<file path="src/rtl/mdu_seq_pkg.sv">
// Shared types for the iterative multiply/divide unit.
package mdu_seq_pkg;

  typedef enum logic [2:0] {
    MDU_MUL    = 3'd0,
    MDU_MULH   = 3'd1,
    MDU_MULHSU = 3'd2,
    MDU_MULHU  = 3'd3,
    MDU_DIV    = 3'd4,
    MDU_DIVU   = 3'd5,
    MDU_REM    = 3'd6,
    MDU_REMU   = 3'd7
  } mdu_op_t;

  typedef enum logic [1:0] {
    IDLE,
    CALC,
    FIX,
    DONE
  } mdu_state_t;

  // Divide family shares the top encoding bit.
  function automatic logic mdu_is_div(input mdu_op_t op);
    return op[2];
  endfunction

  // rs1 is treated as signed for MULH, MULHSU, DIV and REM.
  function automatic logic mdu_a_signed(input mdu_op_t op);
    return (op == MDU_MULH) || (op == MDU_MULHSU) ||
           (op == MDU_DIV)  || (op == MDU_REM);
  endfunction

  // rs2 is treated as signed for MULH, DIV and REM.
  function automatic logic mdu_b_signed(input mdu_op_t op);
    return (op == MDU_MULH) || (op == MDU_DIV) || (op == MDU_REM);
  endfunction

endpackage

</file>
<file path="src/rtl/mdu_seq_if.sv">
// Request/response handshake bundle between the EXU and the mul/div unit.
interface mdu_seq_if #(
  parameter int unsigned WIDTH = 32
);
  import mdu_seq_pkg::*;

  logic             in_valid;
  logic             in_ready;
  mdu_op_t          op;
  logic [WIDTH-1:0] A;
  logic [WIDTH-1:0] B;
  logic             out_valid;
  logic             out_ready;
  logic [WIDTH-1:0] Result;

  modport master (
    output in_valid, op, A, B, out_ready,
    input  in_ready, out_valid, Result
  );

  modport slave (
    input  in_valid, op, A, B, out_ready,
    output in_ready, out_valid, Result
  );

endinterface

</file>
<file path="src/rtl/mdu_seq_step.sv">
// One iteration of the mul/div datapath, purely combinational.
// acc layout: {hi[WIDTH:0], lo[WIDTH-1:0]}.
//   mul: hi = running partial product, lo = remaining multiplier bits.
//   div: hi = partial remainder, lo = dividend bits shifting out / quotient in.
module mdu_step #(
  parameter int unsigned WIDTH = 32
) (
  input  logic [2*WIDTH:0]  acc,
  input  logic [WIDTH-1:0]  operand,
  input  logic              is_div,
  output logic [2*WIDTH:0]  acc_next
);

  logic [WIDTH:0]   hi;
  logic [WIDTH-1:0] lo;
  logic [WIDTH:0]   addend;
  logic [WIDTH:0]   sum;
  logic [WIDTH:0]   rem_sh;
  logic [WIDTH+1:0] diff;
  logic             take;

  // Add-shift for multiply, trial-subtract for restoring divide.
  always_comb begin
    hi       = acc[2*WIDTH:WIDTH];
    lo       = acc[WIDTH-1:0];
    addend   = lo[0] ? {1'b0, operand} : '0;
    sum      = hi + addend;
    rem_sh   = {acc[2*WIDTH-1:WIDTH], acc[WIDTH-1]};
    diff     = {1'b0, rem_sh} - {2'b00, operand};
    take     = ~diff[WIDTH+1];
    acc_next = '0;
    if (is_div) begin
      acc_next = {(take ? diff[WIDTH:0] : rem_sh), lo[WIDTH-2:0], take};
    end else begin
      acc_next = {1'b0, sum, lo[WIDTH-1:1]};
    end
  end

endmodule

</file>
<file path="src/rtl/mdu_seq.sv">
// Iterative RV32M multiply/divide unit: one op in flight, one bit per cycle.
module mdu_seq
  import mdu_seq_pkg::*;
#(
  parameter int unsigned WIDTH     = 32,
  parameter int unsigned CNT_WIDTH = $clog2(WIDTH) + 1
) (
  input  logic       clk,
  input  logic       rst,
  input  logic       flush,
  mdu_seq_if.slave   bus
);

  localparam logic [CNT_WIDTH-1:0] LAST    = CNT_WIDTH'(WIDTH - 1);
  localparam logic [WIDTH-1:0]     INT_MIN = {1'b1, {(WIDTH-1){1'b0}}};

  mdu_state_t       state_q, state_d;
  mdu_op_t          op_q;
  logic             sign_a_q, sign_b_q;
  logic [WIDTH-1:0] opnd_q;
  logic [2*WIDTH:0] acc_q;
  logic [2*WIDTH:0] acc_next;
  logic [CNT_WIDTH-1:0] cnt_q;
  logic [WIDTH-1:0] result_q;

  logic             accept;
  logic             sign_a, sign_b;
  logic [WIDTH-1:0] mag_a, mag_b;
  logic             special;
  logic [WIDTH-1:0] special_val;
  logic [2*WIDTH-1:0] prod_s;
  logic [WIDTH-1:0] quot_s, rem_s;
  logic [WIDTH-1:0] fix_val;

  assign bus.in_ready  = (state_q == IDLE);
  assign bus.out_valid = (state_q == DONE);
  assign bus.Result    = result_q;

  assign accept = bus.in_valid && (state_q == IDLE) && !flush;

  mdu_step #(.WIDTH(WIDTH)) u_step (
    .acc      (acc_q),
    .operand  (opnd_q),
    .is_div   (mdu_is_div(op_q)),
    .acc_next (acc_next)
  );

  // Operand signs/magnitudes and accept-time special cases.
  always_comb begin
    sign_a      = mdu_a_signed(bus.op) && bus.A[WIDTH-1];
    sign_b      = mdu_b_signed(bus.op) && bus.B[WIDTH-1];
    mag_a       = sign_a ? -bus.A : bus.A;
    mag_b       = sign_b ? -bus.B : bus.B;
    special     = 1'b0;
    special_val = '0;
    case (bus.op)
      MDU_DIV: begin
        if (bus.B == '0) begin
          special     = 1'b1;
          special_val = '1;
        end else if ((bus.A == INT_MIN) && (bus.B == '1)) begin
          special     = 1'b1;
          special_val = INT_MIN;
        end
      end
      MDU_DIVU: begin
        if (bus.B == '0) begin
          special     = 1'b1;
          special_val = '1;
        end
      end
      MDU_REM: begin
        if (bus.B == '0) begin
          special     = 1'b1;
          special_val = bus.A;
        end else if ((bus.A == INT_MIN) && (bus.B == '1)) begin
          special     = 1'b1;
          special_val = '0;
        end
      end
      MDU_REMU: begin
        if (bus.B == '0) begin
          special     = 1'b1;
          special_val = bus.A;
        end
      end
      default: ;
    endcase
  end

  // Sign correction and result selection after the last iteration.
  always_comb begin
    prod_s  = (sign_a_q ^ sign_b_q) ? -acc_q[2*WIDTH-1:0] : acc_q[2*WIDTH-1:0];
    quot_s  = (sign_a_q ^ sign_b_q) ? -acc_q[WIDTH-1:0] : acc_q[WIDTH-1:0];
    rem_s   = sign_a_q ? -acc_q[2*WIDTH-1:WIDTH] : acc_q[2*WIDTH-1:WIDTH];
    fix_val = prod_s[WIDTH-1:0];
    case (op_q)
      MDU_MULH, MDU_MULHSU, MDU_MULHU: fix_val = prod_s[2*WIDTH-1:WIDTH];
      MDU_DIV, MDU_DIVU:               fix_val = quot_s;
      MDU_REM, MDU_REMU:               fix_val = rem_s;
      default:                         fix_val = prod_s[WIDTH-1:0];
    endcase
  end

  // Next-state logic; flush wins over every other condition.
  always_comb begin
    state_d = state_q;
    if (flush) begin
      state_d = IDLE;
    end else begin
      case (state_q)
        IDLE: if (accept) state_d = special ? DONE : CALC;
        CALC: if (cnt_q == LAST) state_d = FIX;
        FIX:  state_d = DONE;
        DONE: if (bus.out_ready) state_d = IDLE;
        default: state_d = IDLE;
      endcase
    end
  end

  // State register.
  always_ff @(posedge clk or posedge rst) begin
    if (rst) state_q <= IDLE;
    else     state_q <= state_d;
  end

  // Datapath registers: latch at accept, iterate in CALC, finalise in FIX.
  always_ff @(posedge clk or posedge rst) begin
    if (rst) begin
      op_q     <= MDU_MUL;
      sign_a_q <= 1'b0;
      sign_b_q <= 1'b0;
      opnd_q   <= '0;
      acc_q    <= '0;
      cnt_q    <= '0;
      result_q <= '0;
    end else if (flush) begin
      cnt_q <= '0;
    end else begin
      case (state_q)
        IDLE: begin
          if (accept) begin
            // Multiplier and dividend both enter the low half; B magnitude
            // serves as multiplicand or divisor.
            op_q     <= bus.op;
            sign_a_q <= sign_a;
            sign_b_q <= sign_b;
            opnd_q   <= mag_b;
            acc_q    <= {{(WIDTH+1){1'b0}}, mag_a};
            cnt_q    <= '0;
            if (special) result_q <= special_val;
          end
        end
        CALC: begin
          acc_q <= acc_next;
          cnt_q <= (cnt_q == LAST) ? '0 : cnt_q + 1'b1;
        end
        FIX: result_q <= fix_val;
        default: ;
      endcase
    end
  end

endmodule

</file>
<file path="src/flat_wrapper.sv">
// flat-port wrapper written by rule: the top's interface ports become plain ports
module mdu_seq_flat import mdu_seq_pkg::*;
#(
  parameter int unsigned WIDTH     = 32,
  parameter int unsigned CNT_WIDTH = $clog2(WIDTH) + 1
)
  (clk, rst, flush, bus_in_valid, bus_op, bus_A, bus_B, bus_out_ready, bus_in_ready, bus_out_valid, bus_Result);
  mdu_seq_if #(.WIDTH(WIDTH)) bus_i ();
  input  logic clk;
  input  logic rst;
  input  logic flush;
  input wire logic [$bits(bus_i.in_valid)-1:0] bus_in_valid;
  input wire logic [$bits(bus_i.op)-1:0] bus_op;
  input wire logic [$bits(bus_i.A)-1:0] bus_A;
  input wire logic [$bits(bus_i.B)-1:0] bus_B;
  input wire logic [$bits(bus_i.out_ready)-1:0] bus_out_ready;
  output wire logic [$bits(bus_i.in_ready)-1:0] bus_in_ready;
  output wire logic [$bits(bus_i.out_valid)-1:0] bus_out_valid;
  output wire logic [$bits(bus_i.Result)-1:0] bus_Result;
  assign bus_i.in_valid = bus_in_valid;
  assign bus_i.op = bus_op;
  assign bus_i.A = bus_A;
  assign bus_i.B = bus_B;
  assign bus_i.out_ready = bus_out_ready;
  assign bus_in_ready = bus_i.in_ready;
  assign bus_out_valid = bus_i.out_valid;
  assign bus_Result = bus_i.Result;
  mdu_seq #(.WIDTH(WIDTH), .CNT_WIDTH(CNT_WIDTH)) u_core (.clk(clk), .rst(rst), .flush(flush), .bus(bus_i));
endmodule
</file>
<file path="config.mk">
export PLATFORM = sky130hd
export DESIGN_NAME = mdu_seq_flat
export DESIGN_NICKNAME = d
export VERILOG_FILES = /design/src/rtl/mdu_seq_pkg.sv /design/src/rtl/mdu_seq_if.sv /design/src/rtl/mdu_seq_step.sv /design/src/rtl/mdu_seq.sv /design/src/flat_wrapper.sv
export SDC_FILE = /design/constraint.sdc
export NUM_CORES = 1
export LEC_CHECK = 0
export CORE_ASPECT_RATIO = 1.75
export CORE_MARGIN = 2
export CORE_UTILIZATION = 31
export CTS_CLUSTER_SIZE = 16
export DETAILED_ROUTE_END_ITERATION = 6
export PLACE_DENSITY = 0.47
export SLEW_MARGIN = 20
export SYNTH_ARGS = -nofsm -noshare
export SYNTH_HDL_FRONTEND = slang
export SYNTH_SLANG_ARGS = --single-unit
</file>
<file path="constraint.sdc">
create_clock -name clk -period 6.75 [get_ports clk]
set_clock_uncertainty 0.2 [all_clocks]
set_input_delay 0.675 -clock clk [delete_from_list [all_inputs] [get_ports clk]]
set_output_delay 0.675 -clock clk [all_outputs]
set_load 0.01 [all_outputs]
</file>
==> metrics.md <==
| Metric | Value |
|---|---|
| DIE WIDTH | 168.2 um |
| CTS Sinks | 142 |
| Placer Congestion | 0.9435 |
| Worst EP arrival | 4810 ps |
| Gate Count Post-Synth | approximately 2,000 |
| # Post-CTS Setup Buffers | 0 |
| TNS Setup | 0 ps |
| Hold Vio Cnt, Final | 0 |
| Routed Antenna Nets | 0 |
| Hold Buf Count CTS | 0 |
| Clock Root Buffer | clkbuf_16 |
| Post_cts resized | 0 |
| Worst Path Max Fanout | 11 |
| Vias in the first global route | between 10,000 and 15,000 |
| Post-DP HPWL | 46.13 mm |
| Number of warning messages in the yosys log | 0 |
| R2R depth | 9 |
| Avg Inst Size Synth | 7.279 um^2 |
| Count of cell types in the netlist | 76 |
| Cell taking the most area after synthesis | dfrtp_1 |
| DR iter-0 viols | between 1,000 and 1,500 |
| R2r setup slk | ~2100 ps |
| Async SR Flop Fraction | between 90% and 100% |
| Routed WL | 58.74 mm |
| Initial DRT Pass Iterations | 5 |
| Initial Util | 31.27% |
| Initial antenna violation count | 0 |
| Peak Freq | 216.7 MHz |
| Die Ht | 291.3 um |
| Main flop type after synthesis | dfrtp_1 |
| CTS Buf Count | 17 |
| DRC viols | 0 |
| Nets | about 2,200 |
| Max Cap Viol | 0 |
| Count leader, synth | nand2_1 |
| Core ar. | between 0.04 and 0.05 mm^2 |
| Seq/Total Area, Yosys | 24.30% |
| Cell leakage power | 6.948 nW |
| Syn nets | 2,157 |
| Post-synth EDFFs | 0 |
| PortBufs | roughly 110 |
| Global route overflow | 0 |
| Layout fillers | about 5,000 |
| Worst skew pair latency | approximately 470 ps |
| Ports | 106 |
| CP Data Required Time | 6950 ps |
| CP endpoint kind | flop |
| Fin crit share | 68.36% |
| Clock transition at path regs | 70 ps |
| Outcome | finished, final reports clean |
| Non-Filler Instances | about 2,600 |
| Area Growth Syn to Fin | 14.68% |
| Crit path to | u_core.bus.Result[22] |
| CTS H-Tree Depth | 4 |
| Placed insts | 2,591 |
| Die Area | 0.04899 mm^2 |
| Design Area, Final | 0.01677 mm^2 |
| Share of cells above drive strength 1 | roughly 4.3% |
| HP Class | flop to flop |
| Site Rows | about 110 |
| Final setup violation count | 0 |
| Placed Instance Area | 0.01612 mm^2 |
| Pin count of the biggest net entering global routing | 95 |
| RSZ-0062 raised after global routing | no |
| Relative slew slack | 30.43% |
| Final min period | 4614 ps |
| Worst vdd ir | 278.7 uV |
| Worst r2r src | u_core.acc_q[22] |
| Hold WS | roughly 280 ps |
| Synth area leaders | dfrtp_1 (24%), o21ai_0 (8.3%), nand2_1 (6.5%) |
| CP Class | flop to flop |
| Global-route total usage across every layer | a little under a quarter |
| Worst R2R End | u_core.bus.Result[22] |
| Final Max Tran Viols | 0 |
| Top cells by count, synth | nand2_1 (254), o21ai_0 (242), nor2_1 (196), dfrtp_1 (142), a21oi_1 (133) |
| Worst setup path startpoint | u_core.acc_q[22] |
| Share of the synthesized area in the top cell type | ~24% |
| Clk buf depth | 2 |
| Power Density | 569.7 mW/mm^2 |
| Ant diodes | 0 |
| Routed WL per cell | between 20 and 25 um |
| Routed via count | 14,910 |
| Tightest Pin Transition | 1043 ps |
| Cell Area, Synth | 0.01462 mm^2 |
| CTS tree | yes |
| CP startpoint kind | flop |
| First-pass GRT wire length | 89.47 mm |
| Synthesized flop and latch total | 142 |
| Post-DR vias/cell | 5.684 |
power breakdown:
part	internal, mW	leakage, nW	switching [mW]
logic	2.48	4.83	4.12
clock network	0.653	0.301	0.428
registers	1.22	1.82	0.658
total	4.34	6.95	5.21
worst min path at each step:
stage	depth (start not counted)	slack (ps)	to	startpoint
2_1_floorplan	1	240	u_core.cnt_q[5]	u_core.cnt_q[5]
3_3_place_gp	1	260	u_core.cnt_q[5]	u_core.cnt_q[5]
3_5_place_dp	1	270	u_core.cnt_q[5]	u_core.cnt_q[5]
4_1_cts	1	280	u_core.cnt_q[5]	u_core.cnt_q[5]
5_1_grt	1	300	u_core.cnt_q[5]	u_core.cnt_q[5]
6_report	2	280	u_core.opnd_q[22]	u_core.opnd_q[22]
cells in the final DEF, fill, tap and decap left out, types with 13 or more instances in the layout:
master           Yosys  layout
nand3_1             40      40
xnor2_1            100      99
nor3_1              37      37
buf_4                0      24
nor2b_1             13      13
nand2b_1            23      23
o31ai_1             24      24
xor2_1              72      72
o211ai_1            31      31
and3_1              15      15
a21oi_1            133     132
clkbuf_16            0      17
a31oi_1             44      44
nand4_1             24      24
a22oi_1             18      18
inv_1               75      74
a21o_1              39      39
nor4_1              17      16
nor2_1             196     196
a211oi_1            13      13
o22ai_1             16      16
mux2i_1             38      38
dfrtp_1            142     141
clkdlybuf4s50_1      0     105
nand2_1            254     254
or3_1               18      18
o21ai_0            242     241
ha_1                74      73
stage by stage:
stage          setup WS, ps  power, mW  util [%]
3_3_place_gp           1938      8.399     34.46
5_1_grt                1888      10.31     35.86
6_report               2136      9.554     35.86
3_5_place_dp           1909      8.408     34.46
2_1_floorplan          2065      6.267         -
4_1_cts                2296      9.529     35.84
cell families after synthesis:
kind of cell             after synthesis  share of synthesized area [%]
multiplexers                          39                          2.678
AO/OA/AOI/OAI                        671                          28.37
buffers and inverters                212                          5.604
flip-flops                           142                          24.30
AND/OR/NAND/NOR                      697                          22.14
XOR/XNOR                             172                          10.30
adder cells (fa/ha/maj)               76                          6.606
state kept, by name, summed over array words and instances (netlist names):
register,count
u_core.sign_b_q,1
u_core.acc_q,65
u_core.cnt_q,6
u_core.state_q,2
u_core.bus.Result,32
u_core.opnd_q,32
u_core.op_q,3
u_core.sign_a_q,1
layer usage:
layer / global-route usage [%] / vias to the layer above / wire length [um]
li1: - / 7295 / -
met1: 25.24 / 7019 / 22100
met2: 45.80 / 455 / 31310
met3: 2.407 / 139 / 1921
met4: 13.73 / 0 / 3401
met5: 0 / - / 0
final cells by class:
class,count,area [um^2],area share [%]
Multi-Input combinational cell,1655,10290,61.36
Sequential cell,142,3557,21.21
Timing Repair Buffer,130,1251,7.461
Tap cell,588,735.7,4.387
Clock buffer,17,425.4,2.537
Inverter,76,290.3,1.731
Clock inverter,15,220.2,1.313
worst max-delay path, cell delays in order (launching register included):
cell and delay (ps):
dfrtp_1 520, nor4_1 680, nand4b_1 460, nor2_1 760
and2_1 650, nand3_1 230, o311a_1 400, o32ai_1 340
nand2_1 110, a31oi_1 170
Note: power is estimated with default switching activity, not from simulation.
